File: config.mk
export PLATFORM = sky130hd
export DESIGN_NAME = video_timing_gen
export DESIGN_NICKNAME = d
export VERILOG_FILES = /design/src/rtl/video_timing_gen_pkg.sv /design/src/rtl/timing_shadow_reg.sv /design/src/rtl/video_timing_gen.sv
export SDC_FILE = /design/constraint.sdc
export NUM_CORES = 1
export LEC_CHECK = 0
export CORE_MARGIN = 2
export CORE_UTILIZATION = 61
export CTS_BUF_LIST = sky130_fd_sc_hd__clkbuf_8
export CTS_CLUSTER_SIZE = 12
export DETAILED_ROUTE_END_ITERATION = 8
export PLACE_DENSITY_LB_ADDON = 0.12
export SKIP_LAST_GASP = 1
export SLEW_MARGIN = 30
export SYNTH_ARGS = -nofsm -noshare
export SYNTH_HDL_FRONTEND = slang
export SYNTH_SLANG_ARGS = --single-unit
File: constraint.sdc
create_clock -name pixelClk -period 24.6 [get_ports pixelClk]
set_input_delay 7.38 -clock pixelClk [delete_from_list [all_inputs] [get_ports pixelClk]]
set_output_delay 7.38 -clock pixelClk [all_outputs]
set_load 0.05 [all_outputs]
File: src/rtl/video_timing_gen_pkg.sv
// Shared types and 800x600 default timing for the video timing generator.
package video_timing_gen_pkg;

    typedef enum logic {
        ST_IDLE = 1'b0,
        ST_RUN  = 1'b1
    } state_t;

    localparam int NUM_FIELDS = 8;

    localparam int DEF_HSYNC  = 128;
    localparam int DEF_HBACK  = 128;
    localparam int DEF_HACT   = 800;
    localparam int DEF_HFRONT = 32;
    localparam int DEF_VSYNC  = 4;
    localparam int DEF_VBACK  = 14;
    localparam int DEF_VACT   = 600;
    localparam int DEF_VFRONT = 1;

endpackage

File: src/rtl/timing_shadow_reg.sv
// Validates cfg writes into a shadow timing set and promotes it to the
// active set on frame boundaries; exports the active segment edges.
module timing_shadow_reg
    import video_timing_gen_pkg::*;
#(
    parameter int CNT_W      = 12,
    parameter int DEF_HSYNC  = video_timing_gen_pkg::DEF_HSYNC,
    parameter int DEF_HBACK  = video_timing_gen_pkg::DEF_HBACK,
    parameter int DEF_HACT   = video_timing_gen_pkg::DEF_HACT,
    parameter int DEF_HFRONT = video_timing_gen_pkg::DEF_HFRONT,
    parameter int DEF_VSYNC  = video_timing_gen_pkg::DEF_VSYNC,
    parameter int DEF_VBACK  = video_timing_gen_pkg::DEF_VBACK,
    parameter int DEF_VACT   = video_timing_gen_pkg::DEF_VACT,
    parameter int DEF_VFRONT = video_timing_gen_pkg::DEF_VFRONT
) (
    input  logic             i_clk,
    input  logic             i_rst,
    input  logic             i_load,
    input  logic             i_apply,
    input  logic [CNT_W-1:0] i_cfg [NUM_FIELDS],
    output logic             o_err,
    output logic [CNT_W-1:0] o_hSyncEnd,
    output logic [CNT_W-1:0] o_hActStart,
    output logic [CNT_W-1:0] o_hActEnd,
    output logic [CNT_W-1:0] o_hTot,
    output logic [CNT_W-1:0] o_vSyncEnd,
    output logic [CNT_W-1:0] o_vActStart,
    output logic [CNT_W-1:0] o_vActEnd,
    output logic [CNT_W-1:0] o_vTot
);

    localparam logic [CNT_W-1:0] DEF_SET [NUM_FIELDS] = '{
        CNT_W'(DEF_HSYNC), CNT_W'(DEF_HBACK),
        CNT_W'(DEF_HACT),  CNT_W'(DEF_HFRONT),
        CNT_W'(DEF_VSYNC), CNT_W'(DEF_VBACK),
        CNT_W'(DEF_VACT),  CNT_W'(DEF_VFRONT)
    };

    logic [CNT_W-1:0] r_sh  [NUM_FIELDS];
    logic [CNT_W-1:0] r_act [NUM_FIELDS];
    logic             r_err;
    logic             w_ok;

    // Chained CNT_W+1 bit adds; any carry means the total overflows.
    function automatic logic sum_fits(
        input logic [CNT_W-1:0] a,
        input logic [CNT_W-1:0] b,
        input logic [CNT_W-1:0] c,
        input logic [CNT_W-1:0] d
    );
        logic [CNT_W:0] s1, s2, s3;
        s1 = {1'b0, a} + {1'b0, b};
        s2 = {1'b0, s1[CNT_W-1:0]} + {1'b0, c};
        s3 = {1'b0, s2[CNT_W-1:0]} + {1'b0, d};
        return !(s1[CNT_W] | s2[CNT_W] | s3[CNT_W]);
    endfunction

    assign w_ok = (|i_cfg[0]) && (|i_cfg[2])
               && (|i_cfg[4]) && (|i_cfg[6])
               && sum_fits(i_cfg[0], i_cfg[1], i_cfg[2], i_cfg[3])
               && sum_fits(i_cfg[4], i_cfg[5], i_cfg[6], i_cfg[7]);

    always_ff @(posedge i_clk) begin
        if (i_rst) begin
            r_sh  <= DEF_SET;
            r_act <= DEF_SET;
            r_err <= 1'b0;
        end else begin
            if (i_apply)
                r_act <= r_sh;
            if (i_load) begin
                if (w_ok) begin
                    r_sh  <= i_cfg;
                    r_err <= 1'b0;
                end else begin
                    r_err <= 1'b1;
                end
            end
        end
    end

    assign o_err       = r_err;
    assign o_hSyncEnd  = r_act[0];
    assign o_hActStart = r_act[0] + r_act[1];
    assign o_hActEnd   = o_hActStart + r_act[2];
    assign o_hTot      = o_hActEnd + r_act[3];
    assign o_vSyncEnd  = r_act[4];
    assign o_vActStart = r_act[4] + r_act[5];
    assign o_vActEnd   = o_vActStart + r_act[6];
    assign o_vTot      = o_vActEnd + r_act[7];

endmodule

File: src/rtl/video_timing_gen.sv
// Programmable raster timing generator: sync/de/coords registered from
// the next raster position, so outputs match the current (h,v) exactly.
module video_timing_gen
    import video_timing_gen_pkg::*;
#(
    parameter int CNT_W      = 12,
    parameter int COORD_W    = 11,
    parameter bit HS_POL     = 1'b0,
    parameter bit VS_POL     = 1'b0,
    parameter int DEF_HSYNC  = video_timing_gen_pkg::DEF_HSYNC,
    parameter int DEF_HBACK  = video_timing_gen_pkg::DEF_HBACK,
    parameter int DEF_HACT   = video_timing_gen_pkg::DEF_HACT,
    parameter int DEF_HFRONT = video_timing_gen_pkg::DEF_HFRONT,
    parameter int DEF_VSYNC  = video_timing_gen_pkg::DEF_VSYNC,
    parameter int DEF_VBACK  = video_timing_gen_pkg::DEF_VBACK,
    parameter int DEF_VACT   = video_timing_gen_pkg::DEF_VACT,
    parameter int DEF_VFRONT = video_timing_gen_pkg::DEF_VFRONT
) (
    input  logic               pixelClk,
    input  logic               rst,
    input  logic               enable,
    input  logic               cfgLoad,
    input  logic [CNT_W-1:0]   cfgHSync,
    input  logic [CNT_W-1:0]   cfgHBack,
    input  logic [CNT_W-1:0]   cfgHAct,
    input  logic [CNT_W-1:0]   cfgHFront,
    input  logic [CNT_W-1:0]   cfgVSync,
    input  logic [CNT_W-1:0]   cfgVBack,
    input  logic [CNT_W-1:0]   cfgVAct,
    input  logic [CNT_W-1:0]   cfgVFront,
    output logic               cfgErr,
    output logic               hs,
    output logic               vs,
    output logic               de,
    output logic [COORD_W-1:0] pixelX,
    output logic [COORD_W-1:0] pixelY,
    output logic               frameStart,
    output logic               lineStart,
    output logic               stopped
);

    state_t             r_state, w_stNext;
    logic [CNT_W-1:0]   r_h, r_v, w_hNext, w_vNext;
    logic [CNT_W-1:0]   w_cfg [NUM_FIELDS];
    logic [CNT_W-1:0]   w_hSyncEnd, w_hActStart, w_hActEnd, w_hTot;
    logic [CNT_W-1:0]   w_vSyncEnd, w_vActStart, w_vActEnd, w_vTot;
    logic               w_apply, w_hLast, w_vLast, w_run, w_de;
    logic               r_hs, r_vs, r_de, r_fs, r_ls;
    logic [COORD_W-1:0] r_x, r_y, w_x, w_y;

    assign w_cfg = '{cfgHSync, cfgHBack, cfgHAct, cfgHFront,
                     cfgVSync, cfgVBack, cfgVAct, cfgVFront};

    timing_shadow_reg #(
        .CNT_W     (CNT_W),
        .DEF_HSYNC (DEF_HSYNC),
        .DEF_HBACK (DEF_HBACK),
        .DEF_HACT  (DEF_HACT),
        .DEF_HFRONT(DEF_HFRONT),
        .DEF_VSYNC (DEF_VSYNC),
        .DEF_VBACK (DEF_VBACK),
        .DEF_VACT  (DEF_VACT),
        .DEF_VFRONT(DEF_VFRONT)
    ) u_shadow (
        .i_clk      (pixelClk),
        .i_rst      (rst),
        .i_load     (cfgLoad),
        .i_apply    (w_apply),
        .i_cfg      (w_cfg),
        .o_err      (cfgErr),
        .o_hSyncEnd (w_hSyncEnd),
        .o_hActStart(w_hActStart),
        .o_hActEnd  (w_hActEnd),
        .o_hTot     (w_hTot),
        .o_vSyncEnd (w_vSyncEnd),
        .o_vActStart(w_vActStart),
        .o_vActEnd  (w_vActEnd),
        .o_vTot     (w_vTot)
    );

    assign w_hLast = (r_h == w_hTot - CNT_W'(1));
    assign w_vLast = (r_v == w_vTot - CNT_W'(1));

    always_comb begin
        w_stNext = r_state;
        w_hNext  = r_h;
        w_vNext  = r_v;
        w_apply  = 1'b0;
        unique case (r_state)
            ST_IDLE: begin
                if (enable) begin
                    w_stNext = ST_RUN;
                    w_hNext  = '0;
                    w_vNext  = '0;
                    w_apply  = 1'b1;
                end
            end
            ST_RUN: begin
                if (w_hLast) begin
                    w_hNext = '0;
                    if (w_vLast) begin
                        w_vNext = '0;
                        if (enable)
                            w_apply = 1'b1;
                        else
                            w_stNext = ST_IDLE;
                    end else begin
                        w_vNext = r_v + CNT_W'(1);
                    end
                end else begin
                    w_hNext = r_h + CNT_W'(1);
                end
            end
        endcase
    end

    // At (0,0) the outputs do not depend on the timing being applied,
    // since sync widths are never zero; the old active set is safe here.
    assign w_run = (w_stNext == ST_RUN);
    assign w_de  = w_run
                && (w_hNext >= w_hActStart) && (w_hNext < w_hActEnd)
                && (w_vNext >= w_vActStart) && (w_vNext < w_vActEnd);
    assign w_x   = w_de ? COORD_W'(w_hNext - w_hActStart) : '0;
    assign w_y   = w_de ? COORD_W'(w_vNext - w_vActStart) : '0;

    always_ff @(posedge pixelClk) begin
        if (rst) begin
            r_state <= ST_IDLE;
            r_h     <= '0;
            r_v     <= '0;
            r_hs    <= !HS_POL;
            r_vs    <= !VS_POL;
            r_de    <= 1'b0;
            r_x     <= '0;
            r_y     <= '0;
            r_fs    <= 1'b0;
            r_ls    <= 1'b0;
        end else begin
            r_state <= w_stNext;
            r_h     <= w_hNext;
            r_v     <= w_vNext;
            r_hs    <= (w_run && w_hNext < w_hSyncEnd) ? HS_POL : !HS_POL;
            r_vs    <= (w_run && w_vNext < w_vSyncEnd) ? VS_POL : !VS_POL;
            r_de    <= w_de;
            r_x     <= w_x;
            r_y     <= w_y;
            r_fs    <= w_run && (w_hNext == '0) && (w_vNext == '0);
            r_ls    <= w_run && (w_hNext == '0);
        end
    end

    assign hs         = r_hs;
    assign vs         = r_vs;
    assign de         = r_de;
    assign pixelX     = r_x;
    assign pixelY     = r_y;
    assign frameStart = r_fs;
    assign lineStart  = r_ls;
    assign stopped    = (r_state == ST_IDLE);

endmodule
==> metrics.txt <==
# TYPE chip_impl_metric gauge
chip_impl_metric{name="synth_cells",unit=""} 2017
chip_impl_metric{name="die_width",unit="um"} 169
chip_impl_info{name="synth_area_leaders",value="sky130_fd_sc_hd__dfxtp_1, sky130_fd_sc_hd__ha_1, sky130_fd_sc_hd__nand2_1"} 1
chip_impl_metric{name="n_fill_cell",unit=""} 2188
chip_impl_metric{name="cts.hold.buffers_added",unit=""} 0
chip_impl_metric{name="synth_compound_area_share",unit="%"} 16.4
chip_impl_metric{name="num_vias",unit=""} 14500
chip_impl_metric{name="timing.final.setup_violations",unit=""} 0
chip_impl_metric{name="synthesis.area_per_instance",unit="sq um"} 8.24
chip_impl_metric{name="power_density",unit="nW/um^2"} 59.5
chip_impl_metric{name="insertion_delay",unit="ns"} 0.56
chip_impl_metric{name="edff_count_synth",unit=""} 0
chip_impl_info{name="rsz_0062_raised_after_global_routing",value="false"} 1
chip_impl_metric{name="r2r_slack",unit="ns"} 15.46
chip_impl_metric{name="synthXorXnorAreaFrac",unit="%"} 7.28
chip_impl_metric{name="max_cap_viol_count",unit=""} 0
chip_impl_metric{name="ffs_latches_synth",unit=""} 245
chip_impl_metric{name="syn_nets",unit=""} 2353
chip_impl_metric{name="synth_cell_type_count",unit=""} 68
chip_impl_metric{name="rows",unit=""} 60
chip_impl_metric{name="drive_above_1_share",unit="%"} 4.45
chip_impl_info{name="critical_path_source_type",value="primary input"} 1
chip_impl_metric{name="number_of_clock_buffers_inserted_by_tritoncts",unit=""} 42
chip_impl_info{name="path_class",value="primary input to flop"} 1
chip_impl_metric{name="dp.final_hpwl",unit="um"} 33800
chip_impl_metric{name="detail-route-antenna-nets",unit=""} 0
chip_impl_metric{name="worst_slack",unit="ns"} 10.90
chip_impl_info{name="holdPathEnd",value="u_shadow.r_act[56]"} 1
chip_impl_metric{name="synth_async_sr_flop_share",unit="%"} 0
chip_impl_metric{name="overflow",unit=""} 0
chip_impl_metric{name="syn_area",unit="sq um"} 16600
chip_impl_info{name="outcome",value="complete, no violations"} 1
chip_impl_info{name="hp-class",value="flop to flop"} 1
chip_impl_metric{name="postRouteWirelength",unit="um"} 43200
chip_impl_metric{name="first_iter_violations",unit=""} 1097
chip_impl_metric{name="final.setup_skew",unit="ns"} 0.0170
chip_impl_info{name="combinational_family_with_the_most_area_after_synthesis",value="adder cells"} 1
chip_impl_metric{name="finalMaxSlewViolations",unit=""} 0
chip_impl_metric{name="final.setup.tns",unit="ns"} 0
chip_impl_metric{name="final_critical_path_time_including_i_o_delays_and_setup",unit="ns"} 13.70
chip_impl_metric{name="diodes",unit=""} 0
chip_impl_metric{name="vertical_die_dimension",unit="um"} 169
chip_impl_metric{name="number_of_failing_hold_endpoints_at_the_final_stage",unit=""} 0
chip_impl_metric{name="cts_num_sinks",unit=""} 245
chip_impl_metric{name="cts_resized",unit=""} 0
chip_impl_metric{name="grt_max_degree",unit=""} 126
chip_impl_metric{name="timing.final.crit_share",unit="%"} 55.7
chip_impl_info{name="synth_area_leader_cell",value="sky130_fd_sc_hd__dfxtp_1"} 1
chip_impl_metric{name="ios",unit=""} 129
chip_impl_metric{name="cts_buffer_depth",unit=""} 3
chip_impl_info{name="synth_top_flop_cell",value="sky130_fd_sc_hd__dfxtp_1"} 1
chip_impl_metric{name="synthAdderAreaFrac",unit="%"} 18.3
chip_impl_metric{name="clkSlewWorstSetupHoldPaths",unit="ns"} 0.06
chip_impl_metric{name="hold_path_cells",unit=""} 2
chip_impl_metric{name="grt_pass1_vias",unit=""} 13800
chip_impl_info{name="tritoncts",value="built"} 1
chip_impl_metric{name="routed_wire_length_per_instance",unit="um"} 17.3
chip_impl_metric{name="syn2layout_area_growth",unit="%"} 13.9
chip_impl_metric{name="cts_setup_buffers",unit=""} 0
chip_impl_metric{name="synth-seq-area-share",unit="%"} 29.5
chip_impl_metric{name="place.gp.congestion",unit=""} 0.997
chip_impl_metric{name="synth-warning-count",unit=""} 0
chip_impl_metric{name="total_leakage_power",unit="uW"} 0.00799
chip_impl_metric{name="synth.top_cell.area_share",unit="%"} 29.5
chip_impl_metric{name="pre_cts_ws",unit="ns"} 10.43
chip_impl_metric{name="vdd_drop_max",unit="mV"} 0.0350
chip_impl_metric{name="worstPathMaxFanout",unit=""} 62
chip_impl_metric{name="critPathRequiredTime",unit="ns"} 25.04
chip_impl_metric{name="buffer_ports.inserted",unit=""} 128
chip_impl_metric{name="drcViolationCount",unit=""} 0
chip_impl_metric{name="multi_input_area",unit="sq um"} 10800
chip_impl_metric{name="mean_number_of_vias_per_cell",unit=""} 5.81
chip_impl_metric{name="worst_margin_slew",unit="ns"} 0.966
chip_impl_metric{name="r2r_cells",unit=""} 42
chip_impl_metric{name="cts_max_level",unit=""} 2
chip_impl_metric{name="globalRouteTotalUtil",unit="%"} 30.1
chip_impl_metric{name="grt_pass1_wl",unit="um"} 69700
chip_impl_info{name="timing.rr.end",value="pixelY[3]"} 1
chip_impl_metric{name="antenna_violations_before_repair",unit=""} 0
chip_impl_metric{name="core",unit="sq um"} 26900
chip_impl_metric{name="simple_gate_area_share_of_the_yosys_netlist",unit="%"} 17.7
chip_impl_info{name="source_of_the_worst_register_to_register_timing_path",value="u_shadow.o_hSyncEnd[0]"} 1
chip_impl_info{name="timing.hold.worst.start",value="u_shadow.r_act[56]"} 1
chip_impl_metric{name="max_slew_margin",unit="%"} 35.6
chip_impl_info{name="endpoint_kind",value="flop"} 1
chip_impl_metric{name="nets",unit=""} 2468
chip_impl_metric{name="firstDrtPassIters",unit=""} 5
chip_impl_metric{name="die_area",unit="sq um"} 28600
chip_impl_metric{name="achievable-frequency",unit="MHz"} 73.0
chip_impl_metric{name="muxShareOfSynthArea",unit="%"} 5.19
chip_impl_info{name="ctsRootBufferMaster",value="sky130_fd_sc_hd__clkbuf_8"} 1
chip_impl_metric{name="worst_ep_arrival_time",unit="ns"} 14.13
chip_impl_metric{name="register_area",unit="sq um"} 4900
chip_impl_metric{name="start_util",unit="%"} 61.9
[where the power goes]
group	internal, uW	leakage (uW)	total [uW]	switching, uW
logic	153	0.00555	352	199
registers	411	0.00198	421	10.2
clock network	188	0.000459	354	165
[cell families (layout without fill, tap and decap cells)]
kind of cell | count (synthesis) | after routing
AOI/OAI and AO/OA | 433 | 433
xor gates and xnor gates | 134 | 134
adders and majority gates | 236 | 236
buffers and inverters | 242 | 381
DFF | 245 | 245
muxes | 86 | 86
and+or+nand+nor | 641 | 641
[registers in the layout, summed over array words and instances, names as in the netlist]
register / cells
u_shadow.o_vSyncEnd: 12
de: 1
vs: 1
u_shadow.o_hSyncEnd: 12
hs: 1
r_h: 12
frameStart: 1
pixelX: 11
pixelY: 11
lineStart: 1
u_shadow.r_act: 72
u_shadow.o_err: 1
r_state: 1
r_v: 12
u_shadow.r_sh: 96
[synth_stat cells, types with 6 or more instances]
cell type and instances:
sky130_fd_sc_hd__a211o_1 21, sky130_fd_sc_hd__a211oi_1 8, sky130_fd_sc_hd__a21boi_0 14, sky130_fd_sc_hd__a21o_1 43, sky130_fd_sc_hd__a21oi_1 183, sky130_fd_sc_hd__and2_1 6, sky130_fd_sc_hd__and3_1 11, sky130_fd_sc_hd__buf_2 22
sky130_fd_sc_hd__clkbuf_1 44, sky130_fd_sc_hd__dfxtp_1 245, sky130_fd_sc_hd__fa_1 12, sky130_fd_sc_hd__ha_1 224, sky130_fd_sc_hd__inv_1 175, sky130_fd_sc_hd__mux2i_1 85, sky130_fd_sc_hd__nand2_1 250, sky130_fd_sc_hd__nand2b_1 24
sky130_fd_sc_hd__nand3_1 32, sky130_fd_sc_hd__nand3b_1 11, sky130_fd_sc_hd__nand4_1 22, sky130_fd_sc_hd__nor2_1 170, sky130_fd_sc_hd__nor2b_1 43, sky130_fd_sc_hd__nor3_1 26, sky130_fd_sc_hd__nor4_1 21, sky130_fd_sc_hd__o2111ai_1 7
sky130_fd_sc_hd__o211ai_1 13, sky130_fd_sc_hd__o21a_1 7, sky130_fd_sc_hd__o21ai_0 71, sky130_fd_sc_hd__o21bai_1 18, sky130_fd_sc_hd__or3_1 6, sky130_fd_sc_hd__xnor2_1 75, sky130_fd_sc_hd__xor2_1 55
[how the worst max path moves through the flow]
| stage | start | endpoint | slack, ns | cells past startpoint |
|---|---|---|---|---|
| CTS | cfgHSync[0] | u_shadow.r_sh[53] | 11.00 | 27 |
| detailed placement | cfgHSync[0] | u_shadow.r_sh[53] | 10.43 | 27 |
| finish | cfgHSync[0] | u_shadow.r_sh[65] | 10.90 | 27 |
| floorplan | cfgHSync[0] | u_shadow.r_sh[84] | 12.22 | 27 |
| global route | cfgHSync[0] | u_shadow.r_sh[48] | 10.34 | 27 |
| global placement | cfgHSync[0] | u_shadow.r_sh[53] | 10.57 | 28 |
[metal layers]
layer,GRT usage [%],wire length (um),vias up
met5,0,0,-
met2,45.6,18000,461
met3,4.09,2680,92
met1,44.4,21400,6728
met4,8.99,1180,0
li1,-,-,7217
[stage by stage]
step	area [sq um]	hold WS, ns	utilization [%]	std cells	power (uW)
finish	18900	0.454	70.4	2497	1130
global route	18900	0.472	70.4	2497	1190
CTS	18900	0.454	70.4	2497	1130
detailed placement	18100	0.446	67.5	2429	775
global placement	18100	0.441	67.4	2428	767
floorplan	16600	0.427	-	2017	688
[area by class of cell]
| type | count | share of cell area, % |
|---|---|---|
| multi-input cells | 1530 | 57.0 |
| clock inverters | 20 | 0.661 |
| clock buffers | 48 | 3.49 |
| flip-flops and latches | 245 | 25.9 |
| repair buffers | 138 | 7.24 |
| inverters | 175 | 3.47 |
| well taps | 341 | 2.25 |
[layout by cell type (no fill, tap or decap), types with 9 or more instances in the layout]
| master | netlist | routed |
|---|---|---|
| sky130_fd_sc_hd__nor4_1 | 21 | 20 |
| sky130_fd_sc_hd__xor2_1 | 55 | 55 |
| sky130_fd_sc_hd__xnor2_1 | 75 | 75 |
| sky130_fd_sc_hd__nor2_1 | 170 | 170 |
| sky130_fd_sc_hd__a211o_1 | 21 | 21 |
| sky130_fd_sc_hd__a21o_1 | 43 | 43 |
| sky130_fd_sc_hd__a21boi_0 | 14 | 14 |
| sky130_fd_sc_hd__buf_4 | 0 | 9 |
| sky130_fd_sc_hd__clkbuf_8 | 0 | 48 |
| sky130_fd_sc_hd__mux2i_1 | 85 | 85 |
| sky130_fd_sc_hd__o211ai_1 | 13 | 13 |
| sky130_fd_sc_hd__fa_1 | 12 | 12 |
| sky130_fd_sc_hd__nand2_1 | 250 | 249 |
| sky130_fd_sc_hd__nor3_1 | 26 | 26 |
| sky130_fd_sc_hd__nor2b_1 | 43 | 43 |
| sky130_fd_sc_hd__nand2b_1 | 24 | 24 |
| sky130_fd_sc_hd__a21oi_1 | 183 | 183 |
| sky130_fd_sc_hd__o21ai_0 | 71 | 71 |
| sky130_fd_sc_hd__nand3b_1 | 11 | 11 |
| sky130_fd_sc_hd__dfxtp_1 | 245 | 245 |
| sky130_fd_sc_hd__and3_1 | 11 | 11 |
| sky130_fd_sc_hd__nand3_1 | 32 | 32 |
| sky130_fd_sc_hd__ha_1 | 224 | 224 |
| sky130_fd_sc_hd__nand4_1 | 22 | 22 |
| sky130_fd_sc_hd__inv_1 | 175 | 189 |
| sky130_fd_sc_hd__o21bai_1 | 18 | 18 |
| sky130_fd_sc_hd__clkdlybuf4s50_1 | 0 | 127 |
[critical path, stage by stage]
cell and delay [ns]:
sky130_fd_sc_hd__clkdlybuf4s50_1 0.46, sky130_fd_sc_hd__ha_1 0.26, sky130_fd_sc_hd__fa_1 0.40, sky130_fd_sc_hd__xor2_1 0.18, sky130_fd_sc_hd__ha_1 0.32, sky130_fd_sc_hd__nor2b_1 0.14, sky130_fd_sc_hd__o21ai_0 0.21, sky130_fd_sc_hd__a21boi_0 0.15
sky130_fd_sc_hd__o21ai_0 0.28, sky130_fd_sc_hd__a21boi_0 0.17, sky130_fd_sc_hd__o21ai_0 0.24, sky130_fd_sc_hd__a21boi_0 0.16, sky130_fd_sc_hd__o21ai_0 0.30, sky130_fd_sc_hd__nand2b_1 0.12, sky130_fd_sc_hd__xor2_1 0.16, sky130_fd_sc_hd__ha_1 0.18
sky130_fd_sc_hd__a22oi_1 0.16, sky130_fd_sc_hd__nand4_1 0.11, sky130_fd_sc_hd__nor2_1 0.11, sky130_fd_sc_hd__nand4_1 0.08, sky130_fd_sc_hd__a41oi_1 0.17, sky130_fd_sc_hd__o221ai_1 0.14, sky130_fd_sc_hd__nor4_2 0.32, sky130_fd_sc_hd__buf_4 0.63
sky130_fd_sc_hd__buf_4 0.84, sky130_fd_sc_hd__nor2b_1 0.11, sky130_fd_sc_hd__a211o_1 0.30
Power figures use the tool's default switching activity.
